[src/rtl/uart_rx_ctrl.sv]
// uart_rx_ctrl: captures uart_rx frames into a first-word-fall-through FIFO with watermark irq and sticky overrun.
// Define UART_RX_CTRL_TIMEOUT_EN to enable the character-timeout counter driving timeout_o.
module uart_rx_ctrl #(
    parameter int DEPTH = 4,
    parameter int TIMEOUT_CYCLES = 64
) (
    input  logic        clk,
    input  logic        reset,
    input  logic        rx_done_i,
    input  logic [31:0] rx_data_i,
    input  logic        parity_error_i,
    output logic        host_read_data_o,
    input  logic        rd_en_i,
    output logic [8:0]  rd_data_o,
    output logic [4:0]  level_o,
    output logic        empty_o,
    output logic        full_o,
    input  logic [4:0]  threshold_i,
    output logic        irq_o,
    output logic        overrun_o,
    input  logic        clr_overrun_i,
    output logic        timeout_o
);
    localparam int AW = $clog2(DEPTH);
    typedef enum logic [1:0] {IDLE, CAPTURE, ACK, WAIT_CLR} state_t;
    state_t state, state_n;
    logic [8:0] mem [DEPTH];
    logic [AW-1:0] wptr, rptr;
    logic push, accept, pop;
    logic unused_data;

    assign unused_data = ^rx_data_i[31:8];
    assign push = state == CAPTURE;
    assign pop = rd_en_i && !empty_o;
    // A pop in the same cycle frees the slot, so a full FIFO can still accept
    assign accept = push && (!full_o || rd_en_i);
    assign empty_o = level_o == 5'd0;
    assign full_o = level_o == 5'(DEPTH);
    assign irq_o = threshold_i != 5'd0 && level_o >= threshold_i;
    assign rd_data_o = empty_o ? 9'h000 : mem[rptr];
    assign host_read_data_o = state == ACK;

    always_comb begin
        state_n = state;
        case (state)
            IDLE:     state_n = rx_done_i ? CAPTURE : IDLE;
            CAPTURE:  state_n = ACK;
            ACK:      state_n = WAIT_CLR;
            default:  state_n = rx_done_i ? WAIT_CLR : IDLE;
        endcase
    end

    always_ff @(posedge clk) begin
        if (reset) begin
            state <= IDLE;
            wptr <= '0;
            rptr <= '0;
            level_o <= '0;
            overrun_o <= 1'b0;
        end else begin
            state <= state_n;
            if (accept) wptr <= wptr + 1'b1;
            if (pop) rptr <= rptr + 1'b1;
            level_o <= level_o + 5'(accept) - 5'(pop);
            if (push && !accept) overrun_o <= 1'b1;
            else if (clr_overrun_i) overrun_o <= 1'b0;
        end
    end

    always_ff @(posedge clk) begin
        if (accept && !reset) mem[wptr] <= {parity_error_i, rx_data_i[7:0]};
    end

`ifdef UART_RX_CTRL_TIMEOUT_EN
    logic [15:0] idle_cnt;

    // Counter saturates at TIMEOUT_CYCLES so timeout_o stays set until activity or empty
    always_ff @(posedge clk) begin
        if (reset || accept || pop || empty_o) begin
            idle_cnt <= '0;
            timeout_o <= 1'b0;
        end else begin
            if (idle_cnt != 16'(TIMEOUT_CYCLES)) idle_cnt <= idle_cnt + 16'd1;
            if (idle_cnt == 16'(TIMEOUT_CYCLES - 1)) timeout_o <= 1'b1;
        end
    end
`else
    assign timeout_o = 1'b0;
`endif
endmodule

[config.mk]
export PLATFORM = sky130hd
export DESIGN_NAME = uart_rx_ctrl
export DESIGN_NICKNAME = d
export VERILOG_FILES = /design/src/rtl/uart_rx_ctrl.sv
export SDC_FILE = /design/constraint.sdc
export NUM_CORES = 1
export LEC_CHECK = 0
export BUFFER_PORTS_ARGS = -buffer_cell sky130_fd_sc_hd__buf_4
export CORE_MARGIN = 2
export CORE_UTILIZATION = 47
export CTS_CLUSTER_DIAMETER = 100
export DETAILED_ROUTE_END_ITERATION = 12
export PLACE_DENSITY = 0.85
export SLEW_MARGIN = 20
export SYNTH_ARGS = -nofsm -noshare
export SYNTH_HDL_FRONTEND = slang
export SYNTH_SLANG_ARGS = --single-unit
export TNS_END_PERCENT = 10
[constraint.sdc]
create_clock -name clk -period 2.55 [get_ports clk]
set_clock_uncertainty 0.15 [all_clocks]
set_input_delay 0.3825 -clock clk [delete_from_list [all_inputs] [get_ports clk]]
set_output_delay 0.3825 -clock clk [all_outputs]
set_load 0.05 [all_outputs]
==> results.md, run 1 <==
- Status: complete, but fails checks
- Violated checks: negative setup slack
- Residual DRC count: 0
- Hold EP: mem[1][7]$_DFFE_PP_
- Pwr/cell area: around 1100 nW/um2
- Dpl hpwl: between 2 and 3 mm
- Peak supply drop: between 800 and 900 uV
- Clock power frac: 0.137
- Combinational power share: 0.540
- Largest cells by area after synthesis: edfxtp_1 (47%), dfxtp_1 (12%), ha_1 (10%)
- Critical path required time: about 2.6 ns
- Design Area, Final: roughly 2900 um2
- Number of synthesized flops with an enable pin: 36
- CP max FO: 2
- Gp weighted congestion: roughly 0.78
- GRT Residual Overflow: 0
- P_int: roughly 1900 uW
- Clk_lat worst skew: approximately 0.3 ns
- DRT Pass-1 Iters: 4
- IO buf count: 37
- Static Leak: around 0.0012 uW
- Hold buffer count at CTS: 0
- Vias after detailed routing: roughly 1400
- Die Span X: around 74 um
- Largest area contributor in the netlist: edfxtp_1
- Final Cycle Share: 1.068
- Post-synthesis sequential area ratio: 0.5942
- Nets: 279
- Hold_sp: rx_data_i[7]
- Final hold vios: 0
- Clock Pin Slew Worst Setup and Hold Paths: 0.09 ns
- Number of H-tree levels: 2
- Final Critical Period: between 2 and 3 ns
- Core ar.: ~4700 um2
- Slew Limit Fails: 0
- Worst setup margin: -0.1723 ns
- CP Launch Type: flip-flop
- Final setup TNS: -0.2756 ns
- Syn avg cell area: around 14 um2
- Number of global-route vias before repair: roughly 1400
- CTS Buf Count: 5
- Num rows: 25
- Clock Path Buffers: 2
- CP Capture Type: flip-flop
- Post-Synthesis Net Count: 224
- Critical Path AT: ~2.8 ns
- Final setup viols: 2
- Mapped Area: around 2300 um2
- Die extent in y: between 70 and 80 um
- Routed Antenna Nets: 0
- FF-to-FF setup slack: -0.17 ns
- Share of cells above drive strength 1: 0.4055
- Vias/cell: between 4 and 5
- Area after DPL: approximately 2800 um2
- Share of power burned in registers: 0.323
- First-pass GRT wire length: ~5.9 mm
- Clock Sinks: 50
- Sw Pwr: 1317 uW
- RSZ-0062 raised after global routing: yes
- IO Count: 63
- Total wire length: 3.861 mm
- Largest net degree at the start of global routing: 16
- Initial antenna violation count: 0
- FF-to-FF path depth: 13
- Max-cap violation count: 0
- CTS tree: yes
- HP Class: in -> reg
- Clock root buffer: clkbuf_8
- Post-Synthesis Cells: 161
- DR iter-0 viols: 69
- Distinct cells, synth: 34
- Net Sw Frac: 0.4134
- Hold Path Stages: 1
- Crit Reg-Reg Startpoint: level_o[3]$_SDFF_PP0_
- Yosys top cell area share: 0.4719
- Area Growth Syn to Fin: 26.27%
- GRT Overall Usage: 0.1507
- Synth Flop Type: edfxtp_1
- # diodes: 0
- Routed len/inst: ~14 um
- Ys async rst share: 0
- Yosys Warn Count: 0
- Initial core utilization: 0.4850
- Die Area: around 5400 um2
- Crit Path Category: reg -> reg
- Flops & latches, synth: 50
- Max Clk Rate: approximately 370 MHz
- Reg2reg end: level_o[4]$_SDFF_PP0_
-- flip-flops by register name, summed over array words and instances, names as in the netlist, named ones only --
register,cells
overrun_o,1
wptr,2
rptr,2
mem,36
state,2
level_o,5
-- cell usage after synthesis, types with 2 or more instances --
cell type,number
a21oi_1,6
and2_1,3
buf_4,2
clkbuf_1,2
dfxtp_1,14
edfxtp_1,36
ha_1,19
inv_1,17
mux2i_1,2
mux4_2,9
nand2b_1,2
nor2_1,11
nor2b_1,14
o21ai_0,2
xnor2_1,3
-- critical path, stage by stage (launching register included) --
cell	delay, ns
dfxtp_4	0.36
inv_4	0.05
ha_4	0.12
or4b_4	0.48
o21ai_4	0.14
ha_1	0.24
inv_1	0.06
ha_2	0.18
inv_2	0.04
fa_2	0.36
nor2b_4	0.14
o21bai_2	0.09
a21oi_2	0.16
nor3b_2	0.05
-- layer usage --
metal  part of all wire  vias up  global-route usage
li1                   -      677                   -
met1               0.40      643              0.1608
met2               0.54       38              0.2867
met3              0.049        5             0.04115
met4              0.012        0             0.04242
met5                  0        -                   0
-- worst max path at each step --
stage | from | end | slack (ns) | depth (start not counted)
2_1_floorplan | level_o[3]$_SDFF_PP0_ | level_o[4]$_SDFF_PP0_ | -0.25 | 13
3_3_place_gp | level_o[3]$_SDFF_PP0_ | level_o[4]$_SDFF_PP0_ | -0.19 | 13
3_5_place_dp | level_o[3]$_SDFF_PP0_ | level_o[4]$_SDFF_PP0_ | -0.26 | 13
4_1_cts | level_o[3]$_SDFF_PP0_ | level_o[4]$_SDFF_PP0_ | -0.20 | 13
5_1_grt | level_o[3]$_SDFF_PP0_ | level_o[4]$_SDFF_PP0_ | -0.27 | 13
6_report | level_o[3]$_SDFF_PP0_ | level_o[4]$_SDFF_PP0_ | -0.17 | 13
-- repair_timing --
item	in CTS	in global routing
setup buffers	3	0
endpoints found under the setup margin	2	2
hold endpoints to repair	0	0
resized for setup	1	7
pin swaps	3	1
-- layout by cell type (no fill, tap or decap), types with 2 or more instances in the layout --
| cell | netlist | layout |
|---|---|---|
| mux2i_1 | 2 | 2 |
| xnor2_1 | 3 | 3 |
| a21oi_1 | 6 | 5 |
| inv_1 | 17 | 15 |
| dfxtp_2 | 0 | 3 |
| buf_4 | 2 | 53 |
| ha_1 | 19 | 17 |
| o21ai_0 | 2 | 2 |
| and2_1 | 3 | 3 |
| dfxtp_1 | 14 | 9 |
| clkbuf_8 | 0 | 5 |
| dfxtp_4 | 0 | 2 |
| edfxtp_1 | 36 | 36 |
| nor2b_1 | 14 | 13 |
| nor2_1 | 11 | 11 |
| nand2b_1 | 2 | 2 |
| mux4_2 | 9 | 9 |
-- power by group through the flow --
stage	combinational [uW]	sequential, uW	clock (uW)
floorplan	1010	1160	0
global placement	1610	1040	0
detailed placement	1640	1050	0
CTS	1680	1030	452
global route	1840	1040	479
finish	1720	1030	436
-- per-stage QoR --
step | worst slack [ns] | power [uW] | std cells | utilization | hold slack, ns
final | -0.1723 | 3185 | 284 | 0.6125 | 0.1250
after global routing | -0.2671 | 3361 | 284 | 0.6125 | 0.1170
after CTS | -0.2043 | 3158 | 284 | 0.6077 | 0.1175
after detailed placement | -0.2618 | 2684 | 273 | 0.5844 | 0.3660
after global placement | -0.1914 | 2648 | 273 | 0.5844 | 0.3249
after floorplan | -0.2481 | 2173 | 161 | - | 0.2946
-- final cells by class --
type | instances | area (um2)
sequential | 50 | 1373
tap | 67 | 83.83
timing repair buffer | 53 | 397.9
inverter | 17 | 66.31
clock inverter | 3 | 16.27
clock buffer | 5 | 68.82
fill | 371 | 1831
multi-input combinational | 89 | 887.1
-- kinds of logic (layout without fill, tap and decap cells) --
group                    Yosys count  count (layout)  share of synthesized area
XOR/XNOR                           4               4                    0.01529
AND/OR/NAND/NOR                   39              39                    0.09830
flip-flops                        50              50                     0.5942
AO/OA/AOI/OAI                     14              14                    0.04097
adder cells (fa/ha/maj)           20              20                     0.1125
multiplexers                      11              11                    0.09721
other                              1               1                   0.001637
buffers and inverters             22              78                    0.03987
Power figures use the tool's default switching activity.
==> run 2, diff against run 1 <==
==> constraint.sdc (replaced) <==
create_clock -name clk -period 2.55 [get_ports clk]
set_clock_uncertainty 0.15 [all_clocks]
set_input_delay 0.6375 -clock clk [delete_from_list [all_inputs] [get_ports clk]]
set_output_delay 0.6375 -clock clk [all_outputs]
set_load 0.05 [all_outputs]
==> run 2 against run 1 <==
The flow still finishes with violations (negative setup slack). Setup slack worse by 0.071 ns. Global-route usage up 0.61 points. Clock power up 23%. Via count up 2.2%. Critical path type unchanged. Largest power group unchanged. Sequential power about the same.
==> results.md, run 2 (synthesis results as in run 1) <==
- Crit Path Category: reg -> reg
- CP cell instances: inv_4, ha_4, or4b_4, o21ai_4, ha_4, inv_4, ha_4, inv_2, fa_2, nor2b_4, o21bai_4, a21oi_2, nor3b_2
- Sw Pwr: 1388 uW (+5.4%)
- Critical path required time: 2.58 ns (about the same)
- Max stage delay on crit path: 0.48 ns (about the same)
- First-pass GRT wire length: 6.175 mm (+3.8%)
- Number of global-route vias before repair: 1358 (+0.52%)
- Slew Limit Fails: 0 (unchanged)
- Top reg by flops: mem
- Max Clk Rate: 358.0 MHz (-2.5%)
- Worst setup margin: -0.2431 ns (-0.07081 ns)
- Num rows: 25 (unchanged)
- Post-Place Cells: 274 (+0.37%)
- Clk_lat worst skew: 0.30 ns (about the same)
- P_int: 2125 uW (+14%)
- Die Span X: 73.82 um (unchanged)
- Dpl hpwl: 2.803 mm (-1.4%)
- DRT Pass-1 Iters: 4 (unchanged)
- Post-Route M1 WL: 1.543 mm (-0.39%)
- Most common cell after layout, fill and taps aside: buf_4
- Clock root buffer: clkbuf_8
- Share of cells above drive strength 1: 0.4658 (+0.06022)
- Final Cycle Share: 1.095 (+0.02777)
- Pwr/cell area: 1151 nW/um2 (+4.5%)
- Final setup viols: 3 (+1)
- DR top layer: met4
- GRT Residual Overflow: 0 (unchanged)
- FF-to-FF setup slack: -0.24 ns (-0.07 ns)
- Status: complete, but fails checks
- Die extent in y: 73.82 um (unchanged)
- Total wire length: 3.925 mm (+1.7%)
- Largest net degree at the start of global routing: 16 (unchanged)
- CP Capture Type: flip-flop
- Static Leak: 0.001211 uW (+4.5%)
- Final hold vios: 0 (unchanged)
- DR iter-0 viols: 52 (-25%)
- Area Growth Syn to Fin: 33.26%
- Clock Pin Slew Worst Setup and Hold Paths: 0.09 ns (about the same)
- Core ar.: 4723 um2 (unchanged)
- Final setup TNS: -0.4361 ns (-0.1605 ns)
- Initial core utilization: 0.4850 (unchanged)
- Routed Antenna Nets: 0 (unchanged)
- # diodes: 0 (unchanged)
- CP Launch Type: flip-flop
- Number of H-tree levels: 2 (unchanged)
- RSZ-0062 raised after global routing: yes
- Critical Path AT: 2.83 ns (+0.06 ns)
- Largest regs: mem: 36 flops, level_o: 5 flops
- IO buf count: 37 (unchanged)
- WL met3: 192 um (+1.6%)
- Combinational power share: 0.555 (+0.015)
- Gp weighted congestion: 0.7084 (-8.7%)
- Slowest-stage cell, CP: or4b_4
- Max reg flops: 36 (unchanged)
- Die Area: 5449 um2 (unchanged)
- Peak supply drop: 807.4 uV (-9.4%)
- IO Count: 63 (unchanged)
- Hold_sp: rptr[1]$_SDFFE_PP0P_
- Clock Sinks: 50 (unchanged)
- CTS tree: yes
- Final Critical Period: 2.793 ns (+0.07081 ns)
- Crit Reg-Reg Startpoint: level_o[3]$_SDFF_PP0_
- Nets: 281 (+0.72%)
- GRT Overall Usage: 0.1567 (+0.006063)
- Most frequent cells in the layout: buf_4 (41), edfxtp_1 (36), ha_1 (16)
- Vias/cell: 4.871 (+1.5%)
- Cell mode on critical path: ha_4
- Violated checks: negative setup slack
- Vias after detailed routing: 1393 (+2.2%)
- Clock power frac: 0.153 (+0.016)
- Finished Layout Cells: 286 (+0.70%)
- Reg2reg end: level_o[4]$_SDFF_PP0_
- FF-to-FF path depth: 13 (unchanged)
- Max-cap violation count: 0 (unchanged)
- Residual DRC count: 0 (unchanged)
- Pre-CTS WS: -0.2679 ns (-0.006016 ns)
- Hold Path Stages: 2 (+1)
- Share of power burned in registers: 0.292 (-0.031)
- Net Sw Frac: 0.3951 (-0.01839)
- CP max FO: 2 (unchanged)
- Final Util: 0.6464 (+0.03391)
- Clock Path Buffers: 2 (unchanged)
- Initial antenna violation count: 0 (unchanged)
- CTS Buf Count: 5 (unchanged)
- Met2 WL: 2.127 mm (+2.5%)
- HP Class: reg -> reg
- Routed len/inst: 13.72 um (+0.95%)
## run 2: worst max-delay path, delay by kind of cell (launching register included)
family          cells  cell delay, ns
compound gates      3            0.44
fa+ha+maj           4            0.88
buf+inv             3            0.16
flops               1            0.36
simple gates        3            0.68
## run 2: per-stage QoR
stage	total power [uW]	area, um2	hold WS (ns)
3_3_place_gp	2689	2794	0.3212
5_1_grt	3722	3053	0.3650
2_1_floorplan	2218	2350	0.3059
6_report	3513	3053	0.3574
4_1_cts	3314	2930	0.3560
3_5_place_dp	2734	2794	0.3413
## run 2: what timing repair did
item                       CTS  global route
hold endpoints to repair     0             0
hold buffers                 0             0
setup endpoints to repair   13            16
pin swaps                    5             7
cloned                       0             0
setup buffers                1             3
resized for setup            4            24
## run 2: cell type report
cell class / count / area (um2)
clock buffer: 6 / 72.57
fill: 335 / 1670
multi-input combinational: 89 / 952.2
tap: 67 / 83.83
sequential: 50 / 1373
timing repair buffer: 55 / 465.4
inverter: 17 / 68.82
clock inverter: 2 / 37.54
## run 2: layer usage
| metal | global-route usage | vias to the layer above |
|---|---|---|
| met4 | 0.06061 | 0 |
| met1 | 0.1715 | 662 |
| met3 | 0.04390 | 7 |
| met5 | 0 | - |
| li1 | - | 685 |
| met2 | 0.2847 | 39 |
## run 2: how the worst max path moves through the flow
stage / from / to
floorplan: level_o[3]$_SDFF_PP0_ / level_o[4]$_SDFF_PP0_
global placement: level_o[3]$_SDFF_PP0_ / level_o[4]$_SDFF_PP0_
detailed placement: level_o[3]$_SDFF_PP0_ / level_o[4]$_SDFF_PP0_
CTS: level_o[3]$_SDFF_PP0_ / level_o[4]$_SDFF_PP0_
global route: level_o[3]$_SDFF_PP0_ / level_o[4]$_SDFF_PP0_
finish: level_o[3]$_SDFF_PP0_ / level_o[4]$_SDFF_PP0_
## run 2: power groups by stage
stage / combinational, uW / sequential (uW) / clock [uW]
after CTS: 1740 / 1030 / 551
final: 1950 / 1030 / 538
after floorplan: 1060 / 1160 / 0
after detailed placement: 1690 / 1040 / 0
after global placement: 1650 / 1040 / 0
after global routing: 2100 / 1040 / 588
==> run 3, diff against run 2 <==
--- a/config.mk
+++ b/config.mk
@@ -7,10 +7,11 @@
 export LEC_CHECK = 0
 export BUFFER_PORTS_ARGS = -buffer_cell sky130_fd_sc_hd__buf_4
 export CORE_MARGIN = 2
-export CORE_UTILIZATION = 47
+export CORE_UTILIZATION = 50
 export CTS_CLUSTER_DIAMETER = 100
+export CTS_CLUSTER_SIZE = 16
 export DETAILED_ROUTE_END_ITERATION = 12
-export PLACE_DENSITY = 0.85
+export PLACE_DENSITY = 0.86
 export SLEW_MARGIN = 20
 export SYNTH_ARGS = -nofsm -noshare
 export SYNTH_HDL_FRONTEND = slang
==> constraint.sdc (replaced) <==
create_clock -name clk -period 3.33 [get_ports clk]
set_clock_uncertainty 0.15 [all_clocks]
set_input_delay 0.8325 -clock clk [delete_from_list [all_inputs] [get_ports clk]]
set_output_delay 0.8325 -clock clk [all_outputs]
set_load 0.05 [all_outputs]
==> run 3 against run 2 <==
The run now ends clean. Register-to-register slack better by 0.61 ns. Via count decreased by 7.1%. First-iteration DRC count is 56% higher. Non-clock buffer count is 17 lower. Count of clock-buffer cells in the layout is the same. Core utilization down 2.3 points. Design area shrank 11%. Global-route usage down 0.57 points. Clock power decreased by 23%. Sequential share of layout area grew 4.9 points. Setup slack better by 0.59 ns. Hold slack lost 0.013 ns. Largest power group unchanged.
==> results.md, run 3 (synthesis results as in run 1) <==
- Status: finished, final reports clean
- Area after DPL: 2620 um2 (-6.2%)
- Final setup viols: 0 (-3)
- Most frequent cells in the layout: buf_4 (38), edfxtp_1 (36), ha_1 (19)
- Die Area: 5139 um2 (-5.7%)
- Crit Path Category: in -> out
- Worst Tran Pin Value: ~0.58 ns
- Number of H-tree levels: 2 (unchanged)
- Max reg flops: 36 (unchanged)
- DRT Pass-1 Iters: 4 (unchanged)
- Cell mode on critical path: buf_4
- Hold buffer count at CTS: 0 (unchanged)
- GRT Overall Usage: 0.1511 (-0.005663)
- DR iter-0 viols: 81 (+56%)
- IO Count: 63 (unchanged)
- RSZ-0062 raised after global routing: no
- CTS tree: yes
- Clock Pin Slew Worst Setup and Hold Paths: 0.09 ns (about the same)
- Most common cell after layout, fill and taps aside: buf_4
- Clock Path Buffers: 2 (unchanged)
- HP Class: reg -> reg
- Nets: 264 (-6.0%)
- Final hold vios: 0 (unchanged)
- Clock Sinks: 50 (unchanged)
- Design Area, Final: 2731 um2 (-11%)
- CP cell instances: buf_4, ha_1, nand2b_1, a211o_1, o211ai_1, a21oi_1, buf_4
- Crit Reg-Reg Startpoint: level_o[2]$_SDFF_PP0_
- Final Critical Period: around 3 ns
- First-pass GRT wire length: 6.030 mm (-2.3%)
- Top reg by flops: mem
- Worst setup margin: 0.3450 ns (+0.5881 ns)
- CP Launch Type: primary input
- Critical path required time: 2.35 ns (-0.23 ns)
- Fill count: 335 (unchanged)
- Area Growth Syn to Fin: 19.22%
- Routed len/inst: 13.77 um (+0.32%)
- Initial antenna violation count: 0 (unchanged)
- Initial core utilization: 0.5225 (+0.03751)
- Max stage delay on crit path: 0.29 ns (-0.19 ns)
- CP max FO: 2 (unchanged)
- Residual DRC count: 0 (unchanged)
- Total wire length: 3.497 mm (-11%)
- Relative slew slack: 0.6142
- Largest regs: mem: 36 flops, level_o: 5 flops
- Pwr/cell area: 852.2 nW/um2 (-26%)
- Final Cycle Share: 0.8964
- Peak supply drop: 557.9 uV (-31%)
- Die extent in y: 71.69 um (-2.9%)
- CTS Buf Count: 5 (unchanged)
- Share of cells above drive strength 1: 0.2871 (-0.1786)
- Static Leak: 0.001091 uW (-9.9%)
- Die Span X: 71.69 um (-2.9%)
- GRT Residual Overflow: 0 (unchanged)
- Max-cap violation count: 0 (unchanged)
- Slew Limit Fails: 0 (unchanged)
- Critical Path AT: 2.00 ns (-0.83 ns)
- Vias after detailed routing: 1294 (-7.1%)
- Largest net degree at the start of global routing: 17 (+1)
- Vias/cell: 5.094 (+4.6%)
- CP Capture Type: primary output
- Gp weighted congestion: 0.7353 (+3.8%)
- # diodes: 0 (unchanged)
- Resized Gates After CTS: 0 (-4)
- IO buf count: 37 (unchanged)
- Dpl hpwl: 2.593 mm (-7.5%)
- Worst Setup SP: threshold_i[0]
- Post-CTS Repair Setup Buffers: 0 (-1)
- Slowest-stage cell, CP: a211o_1
- Clk_lat worst skew: 0.29 ns (about the same)
- Pre-CTS WS: 0.3533 ns (+0.6212 ns)
- Routed Antenna Nets: 0 (unchanged)
- Number of global-route vias before repair: 1307 (-3.8%)
- Num rows: 24 (-4.0%)
- Hold_sp: rptr[1]$_SDFFE_PP0P_
- Clock root buffer: clkbuf_8
- Max Clk Rate: ~340 MHz
- Final Util: 0.6230 (-0.02336)
- Core ar.: 4384 um2 (-7.2%)
-- run 3: path summary, 6_finish.rpt --
check / endpoint / slack (ns) / cells past startpoint
hold reg to reg: rptr[1]$_SDFFE_PP0P_ / 0.34 / 2
setup / recovery: irq_o / 0.35 / 7
hold / removal: rptr[1]$_SDFFE_PP0P_ / 0.34 / 2
setup reg to reg: level_o[4]$_SDFF_PP0_ / 0.37 / 12
-- run 3: worst max-delay path: cells and delay by family --
family	cells	cell delay [ns]
buffers and inverters	2	0.31
and+or+nand+nor	1	0.14
adders and majority gates	1	0.25
AOI/OAI and AO/OA	3	0.47
-- run 3: per-stage QoR --
stage / std cells / total power, uW / TNS (ns) / hold slack, ns
after global routing: 254 / 2471 / 0 / 0.3735
final: 254 / 2328 / 0 / 0.3440
after detailed placement: 246 / 1938 / 0 / 0.3352
after CTS: 254 / 2351 / 0 / 0.3479
after global placement: 246 / 1914 / 0 / 0.3204
after floorplan: 161 / 1640 / -0.3342 / 0.3059
-- run 3: per-layer routing --
| layer | part of all wire | vias to the layer above | wire (um) | GRT usage |
|---|---|---|---|---|
| met5 | 0 | - | 0 | 0 |
| met4 | 0.0080 | 0 | 28 | 0.04403 |
| met3 | 0.054 | 4 | 189 | 0.03235 |
| met2 | 0.49 | 41 | 1717 | 0.2562 |
| met1 | 0.45 | 605 | 1561 | 0.1964 |
| li1 | - | 644 | - | - |
-- run 3: cell type report --
| type | count | area [um2] | share of cell area |
|---|---|---|---|
| multi-input cells | 89 | 844.6 | 0.3092 |
| clock buffers | 6 | 72.57 | 0.02657 |
| clock inverters | 2 | 38.79 | 0.01420 |
| repair buffers | 38 | 285.3 | 0.1044 |
| well taps | 52 | 65.06 | 0.02382 |
| flip-flops and latches | 50 | 1361 | 0.4984 |
| inverters | 17 | 63.81 | 0.02336 |
-- run 3: power by group --
group / internal, uW / total (uW) / switching, uW
sequential: 733 / 822 / 89.1
combinational: 423 / 1090 / 668
clock: 225 / 415 / 190
